**config.mk**
```make
export PLATFORM = sky130hd
export DESIGN_NAME = serial_disp_sched
export DESIGN_NICKNAME = d
export VERILOG_FILES = /design/src/rtl/serial_disp_sched.sv
export SDC_FILE = /design/constraint.sdc
export NUM_CORES = 1
export LEC_CHECK = 0
export CAP_MARGIN = 20
export CORE_MARGIN = 1.5
export CORE_UTILIZATION = 29
export DETAILED_ROUTE_END_ITERATION = 10
export GPL_TIMING_DRIVEN = 0
export HOLD_SLACK_MARGIN = 0.1
export PLACE_DENSITY = 0.61
export SLEW_MARGIN = 20
export SYNTH_ARGS = -nofsm -noshare
export SYNTH_HDL_FRONTEND = slang
export SYNTH_SLANG_ARGS = --single-unit
export TNS_END_PERCENT = 1
```
**constraint.sdc**
```tcl
create_clock -name clk_i -period 2.4 [get_ports clk_i]
set_input_delay 0.48 -clock clk_i [delete_from_list [all_inputs] [get_ports clk_i]]
set_output_delay 0.48 -clock clk_i [all_outputs]
set_load 0.01 [all_outputs]
```
**src/rtl/serial_disp_sched.sv**
```systemverilog
// serial_disp_sched: shared serial display bus scheduler.
// Round-robin arbitration between the LED bank and the 7-segment bank,
// MSB-first serial shift of the captured word, then a latch strobe for the
// bank that was served. A chain-clear request takes priority over both.
module serial_disp_sched #(
    parameter int LED_BITS = 16,
    parameter int SEG_BITS = 64,  // must be >= LED_BITS
    parameter int CLK_DIV  = 2    // clk cycles per sclk half period, >= 1
) (
    input  logic                clk_i,
    input  logic                rst_ni,      // asynchronous, active low
    input  logic                clr_req_i,
    input  logic                req_led_i,
    input  logic [LED_BITS-1:0] led_data_i,
    output logic                ack_led_o,
    output logic                done_led_o,
    input  logic                req_seg_i,
    input  logic [SEG_BITS-1:0] seg_data_i,
    output logic                ack_seg_o,
    output logic                done_seg_o,
    output logic                sclk_o,
    output logic                sdout_o,
    output logic                disp_clrn_o,
    output logic                led_pen_o,
    output logic                seg_pen_o,
    output logic                busy_o
);

    localparam int CNT_W = $clog2(SEG_BITS + 1);
    // Phase counter spans one full bit time (both sclk halves) or one
    // latch/clear window; 2*CLK_DIV >= 2 so the width is at least 1.
    localparam int PH_W  = $clog2(2 * CLK_DIV);

    localparam logic [PH_W-1:0]  PH_HALF  = PH_W'(CLK_DIV - 1);
    localparam logic [PH_W-1:0]  PH_FULL  = PH_W'(2 * CLK_DIV - 1);
    localparam logic [CNT_W-1:0] CNT_LED  = CNT_W'(LED_BITS);
    localparam logic [CNT_W-1:0] CNT_SEG  = CNT_W'(SEG_BITS);
    localparam logic [CNT_W-1:0] CNT_ONE  = CNT_W'(1);

    typedef enum logic [2:0] {
        S_IDLE,
        S_GRANT,
        S_SHIFT_LO,
        S_SHIFT_HI,
        S_LATCH,
        S_CLEAR
    } state_e;

    typedef enum logic {
        SRC_LED = 1'b0,
        SRC_SEG = 1'b1
    } src_e;

    state_e              state_q;
    src_e                win_q;
    src_e                rr_last_q;
    logic [SEG_BITS-1:0] sr_q;
    logic [CNT_W-1:0]    cnt_q;
    logic [PH_W-1:0]     ph_q;
    logic                sclk_q;
    logic                sdout_q;
    logic                disp_clrn_q;
    logic                led_pen_q;
    logic                seg_pen_q;
    logic                ack_led_q;
    logic                ack_seg_q;
    logic                done_led_q;
    logic                done_seg_q;

    src_e                win_d;
    logic                any_req_d;
    logic [SEG_BITS-1:0] load_word_d;
    logic [CNT_W-1:0]    load_cnt_d;
    logic [SEG_BITS-1:0] sr_shl_d;

    // Arbitration: a lone requester wins outright; on a tie the bank that
    // was not served last time wins.
    always_comb begin
        any_req_d = req_led_i | req_seg_i;
        win_d     = SRC_LED;
        if (req_led_i && !req_seg_i) begin
            win_d = SRC_LED;
        end else if (req_seg_i && !req_led_i) begin
            win_d = SRC_SEG;
        end else if (rr_last_q == SRC_LED) begin
            win_d = SRC_SEG;
        end else begin
            win_d = SRC_LED;
        end
    end

    // Word to load in GRANT: LED data sits in the top bits so both banks
    // shift out of the same MSB; the rest is zero-filled.
    always_comb begin
        load_word_d = SEG_BITS'(led_data_i) << (SEG_BITS - LED_BITS);
        load_cnt_d  = CNT_LED;
        if (win_q == SRC_SEG) begin
            load_word_d = seg_data_i;
            load_cnt_d  = CNT_SEG;
        end
        sr_shl_d = sr_q << 1;
    end

    // Main sequencer: state, counters, shift register and all pin outputs
    // are registered here so the board pins never glitch.
    always_ff @(posedge clk_i or negedge rst_ni) begin
        if (!rst_ni) begin
            state_q     <= S_IDLE;
            win_q       <= SRC_LED;
            rr_last_q   <= SRC_SEG;
            sr_q        <= '0;
            cnt_q       <= '0;
            ph_q        <= '0;
            sclk_q      <= 1'b0;
            sdout_q     <= 1'b0;
            disp_clrn_q <= 1'b0;
            led_pen_q   <= 1'b0;
            seg_pen_q   <= 1'b0;
            ack_led_q   <= 1'b0;
            ack_seg_q   <= 1'b0;
            done_led_q  <= 1'b0;
            done_seg_q  <= 1'b0;
        end else begin
            // Handshake pulses last exactly one cycle.
            ack_led_q  <= 1'b0;
            ack_seg_q  <= 1'b0;
            done_led_q <= 1'b0;
            done_seg_q <= 1'b0;

            case (state_q)
                S_IDLE: begin
                    ph_q        <= '0;
                    sclk_q      <= 1'b0;
                    sdout_q     <= 1'b0;
                    disp_clrn_q <= 1'b1;
                    if (clr_req_i) begin
                        state_q     <= S_CLEAR;
                        disp_clrn_q <= 1'b0;
                    end else if (any_req_d) begin
                        state_q <= S_GRANT;
                        win_q   <= win_d;
                        if (win_d == SRC_LED) begin
                            ack_led_q <= 1'b1;
                        end else begin
                            ack_seg_q <= 1'b1;
                        end
                    end
                end

                // Data is captured at the end of the ack cycle; later input
                // changes cannot reach the shift register.
                S_GRANT: begin
                    sr_q      <= load_word_d;
                    cnt_q     <= load_cnt_d;
                    rr_last_q <= win_q;
                    sdout_q   <= load_word_d[SEG_BITS-1];
                    sclk_q    <= 1'b0;
                    ph_q      <= '0;
                    state_q   <= S_SHIFT_LO;
                end

                S_SHIFT_LO: begin
                    if (ph_q == PH_HALF) begin
                        ph_q    <= '0;
                        sclk_q  <= 1'b1;
                        state_q <= S_SHIFT_HI;
                    end else begin
                        ph_q <= ph_q + PH_W'(1);
                    end
                end

                // sdout only moves on the falling sclk edge, so it is stable
                // across the whole high phase.
                S_SHIFT_HI: begin
                    if (ph_q == PH_HALF) begin
                        ph_q   <= '0;
                        sclk_q <= 1'b0;
                        sr_q   <= sr_shl_d;
                        cnt_q  <= cnt_q - CNT_ONE;
                        if (cnt_q == CNT_ONE) begin
                            state_q <= S_LATCH;
                            sdout_q <= 1'b0;
                            if (win_q == SRC_LED) begin
                                led_pen_q <= 1'b1;
                            end else begin
                                seg_pen_q <= 1'b1;
                            end
                        end else begin
                            state_q <= S_SHIFT_LO;
                            sdout_q <= sr_shl_d[SEG_BITS-1];
                        end
                    end else begin
                        ph_q <= ph_q + PH_W'(1);
                    end
                end

                S_LATCH: begin
                    if (ph_q == PH_FULL) begin
                        ph_q      <= '0;
                        led_pen_q <= 1'b0;
                        seg_pen_q <= 1'b0;
                        state_q   <= S_IDLE;
                        if (win_q == SRC_LED) begin
                            done_led_q <= 1'b1;
                        end else begin
                            done_seg_q <= 1'b1;
                        end
                    end else begin
                        ph_q <= ph_q + PH_W'(1);
                    end
                end

                // Chain clear: no handshake and arbitration history untouched.
                S_CLEAR: begin
                    if (ph_q == PH_FULL) begin
                        ph_q        <= '0;
                        disp_clrn_q <= 1'b1;
                        state_q     <= S_IDLE;
                    end else begin
                        ph_q <= ph_q + PH_W'(1);
                    end
                end

                default: begin
                    state_q <= S_IDLE;
                end
            endcase
        end
    end

    assign sclk_o      = sclk_q;
    assign sdout_o     = sdout_q;
    assign disp_clrn_o = disp_clrn_q;
    assign led_pen_o   = led_pen_q;
    assign seg_pen_o   = seg_pen_q;
    assign ack_led_o   = ack_led_q;
    assign ack_seg_o   = ack_seg_q;
    assign done_led_o  = done_led_q;
    assign done_seg_o  = done_seg_q;
    assign busy_o      = (state_q != S_IDLE);

endmodule

```
==> impl_metrics.yaml <==
critical_path:
  cp_data_arrival_time_ps: 1750
  crit_buf_inv: 2
  cp-startpoint: "state_q[1]$_DFFE_PN0P_"
  crit_family: "buffers and inverters"
  setup.worst_path.end_class: "output pin"
  path_max_fanout: 10
  path_cells: "buf_4 -> nor2_2 -> nand2_2 -> clkdlybuf4s50_1"
  r2r_start: "ph_q[1]$_DFFE_PN0P_"
  max_stage_delay_ps: 490
  required_ps: 1920
  crit_type: "reg -> out"
  cpMaxStageDelayCell: "clkdlybuf4s50_1"
  startpoint_type: "flop"
timing:
  min_period_ps: 2230
  hold_ws_ps: 146
  fmax_mhz: 448
  worstMarginPinSlew_ps: 587
  setup-tns-final_ps: 0
  slew_headroom_pct: 60.9
  timing.final.hold_violations: 0
  fin_crit_sh_pct: 93.0
  grt_setup_unrepaired: "no"
  fin_worst_skew_ps: 7.85
  finalSetupViolations: 0
  worst_slack_ps: 167
  final_max_slew_viol_count: 0
die:
  core_um2: 14000
  rows: 43
  die_h_um: 123
  dieArea_um2: 15200
  io_pins: 95
  initial_utilization_pct: 30.0
  die_w_um: 123
yosys:
  synthCells: 442
  synth_cell_types: 43
  synth_flop_cell: "dfrtp_1"
  synth_area_leaders: "dfrtp_1 (51%), a222oi_1 (6.2%), nand2_1 (4.8%)"
  synth.ff_latch_count: 86
  synth_area_um2: 4200
  synth_top_area_share_pct: 50.7
  postSynth.asyncResetShare_pct: 100
  yosys_warnings: 0
  synth-edff-count: 0
  syn_nets: 536
  ys_seq_area_share_pct: 51.3
  yosysTopAreaCell: "dfrtp_1"
  synth_area_per_cell_um2: 9.50
clock_tree:
  cts_root_buffer: "clkbuf_16"
  clkTransAtPathRegs_ps: 60
  cts-buffers-inserted: 9
  cts.sink_count: 86
  cts_tree: "done"
  insertion_delay_ps: 340
  post_cts_buffers: 0
  h-tree-depth: 3
  clockBufferDepth: 2
pwr:
  ir_worst_vdd_v: 0.000458
  p_total_w: 0.00626
  leakagePower_nw: 2.59
  power.density_nw_per_um2: 1100
layout:
  final_common_cell: "clkdlybuf4s50_1"
  final_cell_mix: "clkdlybuf4s50_1 (93), dfrtp_1 (85), nand2_1 (53)"
  drive_above_1_share_pct: 8.86
  seqCellArea_um2: 2150
  area_growth_pct: 35.1
  final_nets: 642
  final_cell_count_no_fill: 733
  multi_input_area_um2: 1730
  n_antenna_cell: 0
  n_fill_cell: 1419
global_route:
  grt_max_degree: 45
  grt_overflow: 0
  antenna_found_initial: 0
  grt_use_met3_pct: 4.15
  use_met2_pct: 24.1
  grt_use_total_pct: 14.7
  first_global_vias: 3569
  grt_pass1_wl_um: 17300
  top_usage_layer: "met2"
  gr-usage-met1_pct: 19.0
routing:
  drc_errors: 0
  route.detailed.wl_per_inst_um: 14.5
  firstDrtPassIters: 6
  drt_iter0_drc: 265
  drt_wl_total_um: 10700
  vias: 3642
  drtAntennaViolNets: 0
  via_per_inst: 4.97
place:
  port-buffer-count: 94
  gp_congestion: 0.821
  place_ws_ps: 350
  dpl.cell_count: 717
  post-dp-hpwl_um: 7850
outcome:
  status: "completed"
hold_path:
  hold_class: "in -> async"
flow_run:
  drv_cap: 0
## final cells by class
| class | instances | share of cell area (%) |
|---|---|---|
| Buffer | 35 | 3.38 |
| Clock buffer | 11 | 4.28 |
| Clock inverter | 5 | 0.596 |
| Inverter | 35 | 2.32 |
| Multi-Input combinational cell | 286 | 30.5 |
| Sequential cell | 86 | 38.0 |
| Tap cell | 180 | 3.97 |
| Timing Repair Buffer | 95 | 17.0 |
## cells by family (layout without fill, tap and decap cells)
logic type,Yosys count,after routing,share of synthesized area [%]
simple gates,152,152,16.4
xor+xnor,3,3,0.626
mux,17,17,4.08
compound gates,105,105,17.2
buf+inv,70,181,7.69
fa+ha+maj,9,9,2.68
flops,86,86,51.3
## cells in the mapped netlist (all sizes together), types with 3 or more instances
cell type,instances
clkbuf,12
a222oi,26
mux2i,16
buf,23
o21ai,25
and3,3
o22ai,4
a21oi,17
and2,4
dfrtp,85
nor2,46
ha,9
inv,35
xor2,3
a31oi,22
nand2,55
nor2b,4
nand3,26
## flip-flops by register name (all words and copies together), names as in the netlist
register and count:
done_led_o 1, state_q 3, led_pen_o 1, cnt_q 7
sdout_o 1, seg_pen_o 1, sclk_o 1, sr_q 63
rr_last_q 1, done_seg_o 1, ph_q 2, ack_led_o 1
disp_clrn_o 1, win_q 1, ack_seg_o 1
## where the power goes
| part | total (W) | internal (W) | switching, W |
|---|---|---|---|
| sequential | 0.00238 | 0.00204 | 0.000337 |
| clock | 0.00128 | 0.000729 | 0.000554 |
| combinational | 0.00259 | 0.00113 | 0.00146 |
## what timing repair did
| action | 4_1_cts | 5_1_grt |
|---|---|---|
| setup endpoints to repair | 0 | 1 |
| gates resized for setup | 0 | 2 |
| hold buffers | 0 | 0 |
## worst register-to-register path: stages (launching register included)
cell and delay (ps):
dfrtp_1 410, inv_1 70, ha_1 310, nand2b_1 250
nand2_2 150, clkbuf_1 260, a222oi_1 400, inv_1 70
## per-layer routing
metal / routed length (µm) / part of all wire (%)
met1: 4860 / 46
met2: 5030 / 47
met3: 671 / 6.3
met4: 108 / 1.0
met5: 0 / 0
## metrics by stage
stage	instance area [µm²]	utilization, %
floorplan	4200	-
global placement	5360	38.3
detailed placement	5390	38.5
CTS	5670	40.5
global route	5670	40.5
finish	5670	40.5
## final timing paths
path / cells after the start / slack [ps] / end
min in group clk_i: 2 / 480 / led_pen_o$_DFFE_PN0P_
hold reg to reg: 2 / 480 / led_pen_o$_DFFE_PN0P_
max in group asynchronous: 2 / 1590 / rr_last_q$_DFFE_PN1P_
setup / recovery: 4 / 170 / busy_o
setup reg to reg: 7 / 340 / sr_q[46]$_DFFE_PN0P_
hold / removal: 1 / 150 / sr_q[51]$_DFFE_PN0P_
Note: power is estimated with default switching activity, not from simulation.
